**src/rtl/ext_bus_initiator.sv**
```systemverilog
// rtl/ext_bus_initiator.sv - strobed external bus initiator with programmable lead/active/trail timing
//
// Parameters:
//   LEAD_CYC   (1..15) cycles with cs_n low before the strobe asserts
//   ACTIVE_CYC (1..15) cycles with re_n or we_n low
//   TRAIL_CYC  (1..15) cycles with cs_n low after the strobe releases
// Ports:
//   xclk        in   bus clock, rising edge
//   cpld_reset  in   asynchronous active-low reset
//   req         in   transaction request, sampled only while idle
//   rnw         in   1 = read, 0 = write
//   addr        in   [7:0]  target address
//   wdata       in   [15:0] write data
//   busy        out  transaction in progress
//   done        out  one-cycle completion pulse
//   rdata       out  [15:0] last captured read data
//   cs_n        out  chip select, active-low
//   re_n        out  read enable, active-low
//   we_n        out  write enable, active-low
//   ab          out  [7:0]  bus address
//   db_out      out  [15:0] data driven onto the bus
//   db_oe       out  data bus drive enable (tristate buffer lives in the parent)
//   db_in       in   [15:0] data sampled from the bus
module ext_bus_initiator #(
    parameter int LEAD_CYC   = 2,
    parameter int ACTIVE_CYC = 3,
    parameter int TRAIL_CYC  = 1
) (
    input  logic        xclk,
    input  logic        cpld_reset,
    input  logic        req,
    input  logic        rnw,
    input  logic [7:0]  addr,
    input  logic [15:0] wdata,
    output logic        busy,
    output logic        done,
    output logic [15:0] rdata,
    output logic        cs_n,
    output logic        re_n,
    output logic        we_n,
    output logic [7:0]  ab,
    output logic [15:0] db_out,
    output logic        db_oe,
    input  logic [15:0] db_in
);

    typedef enum logic [1:0] {
        IDLE,
        LEAD,
        ACTIVE,
        TRAIL
    } state_t;

    // The counter is loaded with N-1 on entry and the phase ends on the
    // edge where it reads zero, so a phase lasts exactly N cycles and the
    // counter only ever counts down to zero (never wraps).
    localparam logic [3:0] LEAD_LD   = 4'(LEAD_CYC - 1);
    localparam logic [3:0] ACTIVE_LD = 4'(ACTIVE_CYC - 1);
    localparam logic [3:0] TRAIL_LD  = 4'(TRAIL_CYC - 1);

    state_t      state_q, state_d;
    logic [3:0]  cnt_q, cnt_d;
    logic        rnw_q, rnw_d;

    logic        busy_d, done_d, cs_n_d, re_n_d, we_n_d, db_oe_d;
    logic [15:0] rdata_d, db_out_d;
    logic [7:0]  ab_d;

    always_comb begin
        state_d  = state_q;
        cnt_d    = cnt_q;
        rnw_d    = rnw_q;
        busy_d   = busy;
        done_d   = 1'b0;
        rdata_d  = rdata;
        cs_n_d   = cs_n;
        re_n_d   = re_n;
        we_n_d   = we_n;
        ab_d     = ab;
        db_out_d = db_out;
        db_oe_d  = db_oe;

        case (state_q)
            IDLE: begin
                if (req) begin
                    // Latch the whole request here; later input changes
                    // cannot reach the bus until the next IDLE.
                    state_d  = LEAD;
                    cnt_d    = LEAD_LD;
                    rnw_d    = rnw;
                    busy_d   = 1'b1;
                    cs_n_d   = 1'b0;
                    ab_d     = addr;
                    db_out_d = wdata;
                    db_oe_d  = ~rnw;
                end
            end
            LEAD: begin
                if (cnt_q == 4'd0) begin
                    state_d = ACTIVE;
                    cnt_d   = ACTIVE_LD;
                    re_n_d  = ~rnw_q;
                    we_n_d  = rnw_q;
                end else begin
                    cnt_d = cnt_q - 4'd1;
                end
            end
            ACTIVE: begin
                if (cnt_q == 4'd0) begin
                    state_d = TRAIL;
                    cnt_d   = TRAIL_LD;
                    re_n_d  = 1'b1;
                    we_n_d  = 1'b1;
                    if (rnw_q) begin
                        rdata_d = db_in;
                    end
                end else begin
                    cnt_d = cnt_q - 4'd1;
                end
            end
            TRAIL: begin
                if (cnt_q == 4'd0) begin
                    state_d = IDLE;
                    cnt_d   = 4'd0;
                    busy_d  = 1'b0;
                    done_d  = 1'b1;
                    cs_n_d  = 1'b1;
                    db_oe_d = 1'b0;
                end else begin
                    cnt_d = cnt_q - 4'd1;
                end
            end
            default: begin
                state_d = IDLE;
                cnt_d   = 4'd0;
            end
        endcase
    end

    always_ff @(posedge xclk or negedge cpld_reset) begin
        if (!cpld_reset) begin
            state_q <= IDLE;
            cnt_q   <= 4'd0;
            rnw_q   <= 1'b0;
            busy    <= 1'b0;
            done    <= 1'b0;
            rdata   <= 16'h0000;
            cs_n    <= 1'b1;
            re_n    <= 1'b1;
            we_n    <= 1'b1;
            ab      <= 8'h00;
            db_out  <= 16'h0000;
            db_oe   <= 1'b0;
        end else begin
            state_q <= state_d;
            cnt_q   <= cnt_d;
            rnw_q   <= rnw_d;
            busy    <= busy_d;
            done    <= done_d;
            rdata   <= rdata_d;
            cs_n    <= cs_n_d;
            re_n    <= re_n_d;
            we_n    <= we_n_d;
            ab      <= ab_d;
            db_out  <= db_out_d;
            db_oe   <= db_oe_d;
        end
    end

endmodule

```
**config.mk**
```make
export PLATFORM = sky130hd
export DESIGN_NAME = ext_bus_initiator
export DESIGN_NICKNAME = d
export VERILOG_FILES = /design/src/rtl/ext_bus_initiator.sv
export SDC_FILE = /design/constraint.sdc
export NUM_CORES = 1
export LEC_CHECK = 0
export ABC_CLOCK_PERIOD_IN_PS = 1800
export CORE_MARGIN = 2
export CORE_UTILIZATION = 35
export CTS_CLUSTER_SIZE = 28
export DETAILED_ROUTE_END_ITERATION = 7
export GPL_ROUTABILITY_DRIVEN = 0
export PLACE_DENSITY = 0.7
export SYNTH_ARGS = -nofsm -noshare
export SYNTH_HDL_FRONTEND = slang
export SYNTH_SLANG_ARGS = --single-unit
```
**constraint.sdc**
```tcl
create_clock -name xclk -period 1.8 [get_ports xclk]
set_input_delay 0.45 -clock xclk [delete_from_list [all_inputs] [get_ports xclk]]
set_output_delay 0.45 -clock xclk [all_outputs]
set_load 0.03 [all_outputs]
```
=== Word level (Yosys, flattened, before mapping) ===
Index checks and enable logic that the tools add are counted.

* Bits in registers: 53
* Bits of input ports: 44
* Output and inout bits: 46
* Word-level logic and storage cells: 55

* Add/subtract/negate cells: 1
* Eq/ne operators: 7
* Muxes and demuxes: 23
* Bitwise operators: 2
* Reductions and logical operators: 10

{| class="wikitable"
|+ Operator list
! cell !! number
|-
| 4-bit 2-to-1 mux || 3
|-
| 4-bit one-hot mux with 3 select lines || 1
|-
| 1-bit one-hot mux with 2 select lines || 5
|-
| 1-bit 2-to-1 mux || 9
|-
| 3-bit AND reduction || 3
|-
| 2-bit 2-to-1 mux || 4
|-
| 2-bit inequality test, second input constant || 4
|-
| 2-bit one-hot mux with 4 select lines || 1
|-
| 2-bit equality test, second input constant || 2
|-
| 4-bit zero test || 1
|-
| 4-bit AND reduction || 1
|-
| 2-bit nonzero test || 2
|-
| 4-bit by 1-bit subtractor with 4-bit output, second input constant || 1
|-
| 2-bit by 1-bit equality test with 1-bit output, second input constant || 1
|-
| 2-bit zero test || 1
|-
| 1-bit inverter || 2
|-
| 2-bit AND reduction || 1
|-
| 2-bit OR reduction || 1
|}

=== Depth between registers and ports, before layout ===
* Depth in word-level cells: 3
* Depth in mapped cells: 6
* Mapped depth without buffers: 5

=== Worst setup path after synthesis ===
OpenSTA, ideal clock, no wires.

* Path kind: reg-to-reg
* From: register state_q[0]
* To: register db_out[10]
* Setup time: 0.125 ns
* Arrival: 1.614 ns
* Slack: 0.062 ns
* Stages on the path, launching flop included: 6
* Period minus slack after synthesis: 1.738 ns
* Path through: dfrtp_1 > inv_1 > ha_1 > nand2_1 > clkbuf_1 > mux2_2

* Cells in the longest elaborated chain, start to end: 2

{| class="wikitable"
|+ RTL lines
! what !! RTL line !! source
|-
| start, declared || 61 || <nowiki>state_t state_q, state_d;</nowiki>
|-
| start signal, assigned || 155 || <nowiki>state_q <= state_d;</nowiki>
|-
| 2-bit zero test || 83 || <nowiki>case (state_q)</nowiki>
|-
| 2-bit AND reduction (no line) || - ||
|-
| end signal, assigned || 165 || <nowiki>db_out <= db_out_d;</nowiki>
|-
| end, declared || 42 || <nowiki>output logic [15:0] db_out,</nowiki>
|}

Every way passes these cells.
A chain may end at the register's enable or synchronous reset.

=== Worst setup path after layout ===
* From: register rdata[7]
* To: output rdata[7]

{| class="wikitable"
|+ RTL lines
! what !! RTL line !! source
|-
| start, declared || 37 || <nowiki>output logic [15:0] rdata,</nowiki>
|-
| start signal, assigned || 160 || <nowiki>rdata <= rdata_d;</nowiki>
|}

No word-level cell between the ends.

==> impl_metrics.py <==
metrics = {
    "power_and_ir_drop": {
        "ir_drop_v": 0.000825,
        "power_leakage_nw": 1.72,
        "power.density_nw_per_um2": 1860,
        "intPower_w": 0.00373,
        "clock_power_share_pct": 11.0,
        "seqPwrFrac_pct": 33.0,
        "power_switching_w": 0.00260,
        "comb_power_share_pct": 56.0,
        "power.share.switching_pct": 41.0,
    },
    "flow_run": {
        "drv.max_cap_violation_count": 0,
    },
    "logic_synthesis": {
        "ys_ff_latch": 53,
        "synth_top_cell_area_share_pct": 56.1,
        "synthXorXnorAreaFrac_pct": 0,
        "async_reset_ff_share_pct": 100,
        "dominantRegCellSynth": "dfrtp_1",
        "synth-simple-area-share_pct": 6.23,
        "synth-warning-count": 0,
        "synth.largest_area_cell": "dfrtp_1",
        "syn_avg_cell_area_sq_um": 14.8,
        "synth.mux.area_fraction_pct": 23.3,
        "netlist_instances": 151,
        "dominant_combinational_cell_family_by_area_after_synthesis": "multiplexers",
        "number_of_flops_mapped_to_enable_cells_by_yosys": 0,
        "synth_fp_nets": 200,
        "synthAdderAreaFrac_pct": 2.80,
        "synth_compound_gate_area_share_pct": 5.61,
        "netlist-cell-type-count": 33,
        "netlist_top_cells_area": "dfrtp_1 (56%), mux2_2 (16%), mux2_4 (6.7%)",
        "post_synthesis_sequential_area_ratio_pct": 59.6,
        "post_synth_instance_area_sq_um": 2230,
    },
    "worst_setup_path": {
        "worstPathRequired_ns": 1.35,
        "series_of_cell_instances_along_the_critical_path": "clkdlybuf4s50_1",
        "critPathLaunchType": "register",
        "critical-path-max-stage-delay_ns": 0.67,
        "worst_path_max_delay_cell": "clkdlybuf4s50_1",
        "criticalPathCategory": "reg -> out",
        "worst_path_dominant_cell_family": "buffers and inverters",
        "worstPathMaxFanout": 2,
        "end_kind": "primary output",
        "critPathBufInv": 1,
        "cp_data_arrival_time_ns": 1.31,
    },
    "clock_tree": {
        "cts_max_path_buffers": 2,
        "clk_root_buffer_cell": "clkbuf_8",
        "clock_tree_from_tritoncts": "yes",
        "worstSkewPairLatency_ns": 0.30,
        "clock_sinks": 53,
        "clock_transition_time_at_the_flip_flop_clock_pins_of_the_worst_setup_and_hold_paths_ns": 0.09,
        "post_cts.repair.setup_buffers": 0,
        "cts_made_buffers": 5,
        "cts.htree.levels": 2,
    },
    "grt": {
        "grt_max_degree": 28,
        "number_of_global_route_vias_before_repair": 1631,
        "gr-total-overflow": 0,
        "grt_usage_pct": 14.1,
        "antenna_violations_before_repair": 0,
        "grt_pass1_wl_um": 7910,
    },
    "sta": {
        "setup_viol": 0,
        "timing.max_slew.rel_slack_pct": 65.7,
        "postLayoutSetupSlackWorst_ns": 0.0392,
        "final_max_slew_viol_count": 0,
        "timing.final.hold_violations": 0,
        "fin_worst_skew_ns": 0.00588,
        "final.setup.tns_ns": 0,
        "worst-slew-pin-transition_ns": 0.515,
        "final.min_clock_period_ns": 1.76,
        "max_freq_mhz": 568,
        "fin_crit_sh_pct": 97.8,
        "rsz0062_at_grt": "no",
    },
    "final_layout": {
        "area.growth.synth_to_final_pct": 52.8,
        "diodes": 0,
        "fill_cells": 549,
        "total_area_of_multi_input_combinational_cells_sq_um": 847,
        "finalNetCount": 301,
        "final_cells": 330,
        "finished_layout_cell_area_sq_um": 3410,
        "final_layout_size_suffix_gt1_share_pct": 28.1,
        "ff_latch_area_sq_um": 1330,
    },
    "place": {
        "detailed_place_hpwl_um": 3460,
        "numPlacedInstances": 322,
        "worst_slack_after_detailed_placement_ns": 0.0742,
        "placement.io_buffers": 89,
        "postPlaceCellArea_sq_um": 3280,
    },
    "floorplanning": {
        "chipWidth_um": 83.8,
        "floorplan.initialDensity_pct": 35.7,
        "area_of_the_placeable_core_sq_um": 6240,
        "num_rows": 29,
        "die_h_um": 83.8,
        "pin_count": 90,
        "die_area_sq_um": 7030,
    },
    "drt": {
        "detailroute.via_count": 1564,
        "vias_per_cell": 4.74,
        "route.detailed.wl_per_inst_um": 14.7,
        "total_wire_length_after_detailed_routing_um": 4840,
        "initialDrtViolationCount": 38,
        "ant_nets": 0,
        "drt_pre_antenna_iters": 4,
        "post-route-drc-count": 0,
    },
    "status": {
        "outcome": "complete, no violations",
    },
    "worst_hold_path": {
        "timing.hold.worst.class": "in -> async",
    },
}
==> path summary, 6_finish.rpt <==
kind | startpoint | end | slack (ns) | cells past startpoint
setup / recovery | rdata[7] | rdata[7] | 0.04 | 1
hold / removal | cpld_reset | rdata[0] | 0.11 | 1
setup reg to reg | state_q[0] | rdata[7] | 0.16 | 5
hold reg to reg | ab[5] | ab[5] | 0.51 | 1
max in group asynchronous | cpld_reset | db_out[4] | 1.12 | 2
min in group xclk | ab[5] | ab[5] | 0.51 | 1
==> repair_timing <==
item,CTS,global route
endpoints found under the setup margin,21,25
pin swaps,0,0
hold buffers,0,0
resized for setup,21,25
==> placed cells by master, fill, tap and decap left out, drive strengths merged <==
cell type	instances
dfrtp	50
clkdlybuf4s50	43
mux2	42
dlymetal6s2s	24
dlygate4sd2	21
buf	10
nor2	8
a21oi	6
clkbuf	6
ha	5
inv	4
nor3	3
dfstp	3
o21ai	3
o22a	3
nand2	2
a31oi	2
nor4	2
and2	2
clkinv	2
nand2b	1
mux2i	1
and3	1
o31ai	1
nor2b	1
or4b	1
a21o	1
or4	1
o41ai	1
or3	1
o22ai	1
o21a	1
==> metal layers <==
metal | vias to the layer above | global-route usage (%) | routed length (um)
met5 | - | 0 | 0
met4 | 0 | 4.40 | 63
met3 | 7 | 3.86 | 307
met2 | 58 | 22.8 | 2290
met1 | 758 | 18.4 | 2180
li1 | 741 | - | -
==> synth_stat cells (2+ instances only) <==
library cell and number:
inv_1 4, o21ai_0 3, o22a_2 2, a31oi_1 2, dfrtp_1 50, dfstp_2 3
a21oi_1 6, ha_1 5, nand2_1 2, nor3_1 3, mux2_2 32, nor2_1 8
clkbuf_1 2, mux2_4 10
==> logic make-up (layout without fill, tap and decap cells) <==
| kind of cell | count (synthesis) | in the layout |
|---|---|---|
| muxes | 43 | 43 |
| buffers and inverters | 8 | 110 |
| AOI/OAI and AO/OA | 19 | 19 |
| DFF | 53 | 53 |
| and+or+nand+nor | 23 | 23 |
| adders and majority gates | 5 | 5 |
==> state kept, by name (all words and copies together), names as in the netlist, 2 cells and up <==
register,cells
state_q,2
ab,8
db_out,16
rdata,16
cnt_q,4
==> power by group through the flow <==
stage | Sequential [W] | Clock [W] | Combinational, W
after global routing | 0.00218 | 0.000763 | 0.00377
after global placement | 0.00211 | 0 | 0.00373
after CTS | 0.00210 | 0.000737 | 0.00362
after floorplan | 0.00314 | 0 | 0.00126
final | 0.00209 | 0.000698 | 0.00355
after detailed placement | 0.00214 | 0 | 0.00377
==> through the flow <==
stage / util [%] / total power, W / hold slack, ns
after CTS: 53.7 / 0.00646 / 0.113
after global placement: 52.5 / 0.00584 / 0.452
after floorplan: - / 0.00439 / 0.154
after global routing: 54.6 / 0.00672 / 0.137
after detailed placement: 52.5 / 0.00591 / 0.453
final: 54.6 / 0.00633 / 0.108
==> final cells by class <==
cell class | count | area share (%)
tap | 77 | 2.83
clock inverter | 2 | 0.404
inverter | 4 | 0.440
timing repair buffer | 98 | 30.1
clock buffer | 6 | 2.42
multi-input combinational | 90 | 24.8
sequential | 53 | 39.0
Note: power is estimated with default switching activity, not from simulation.
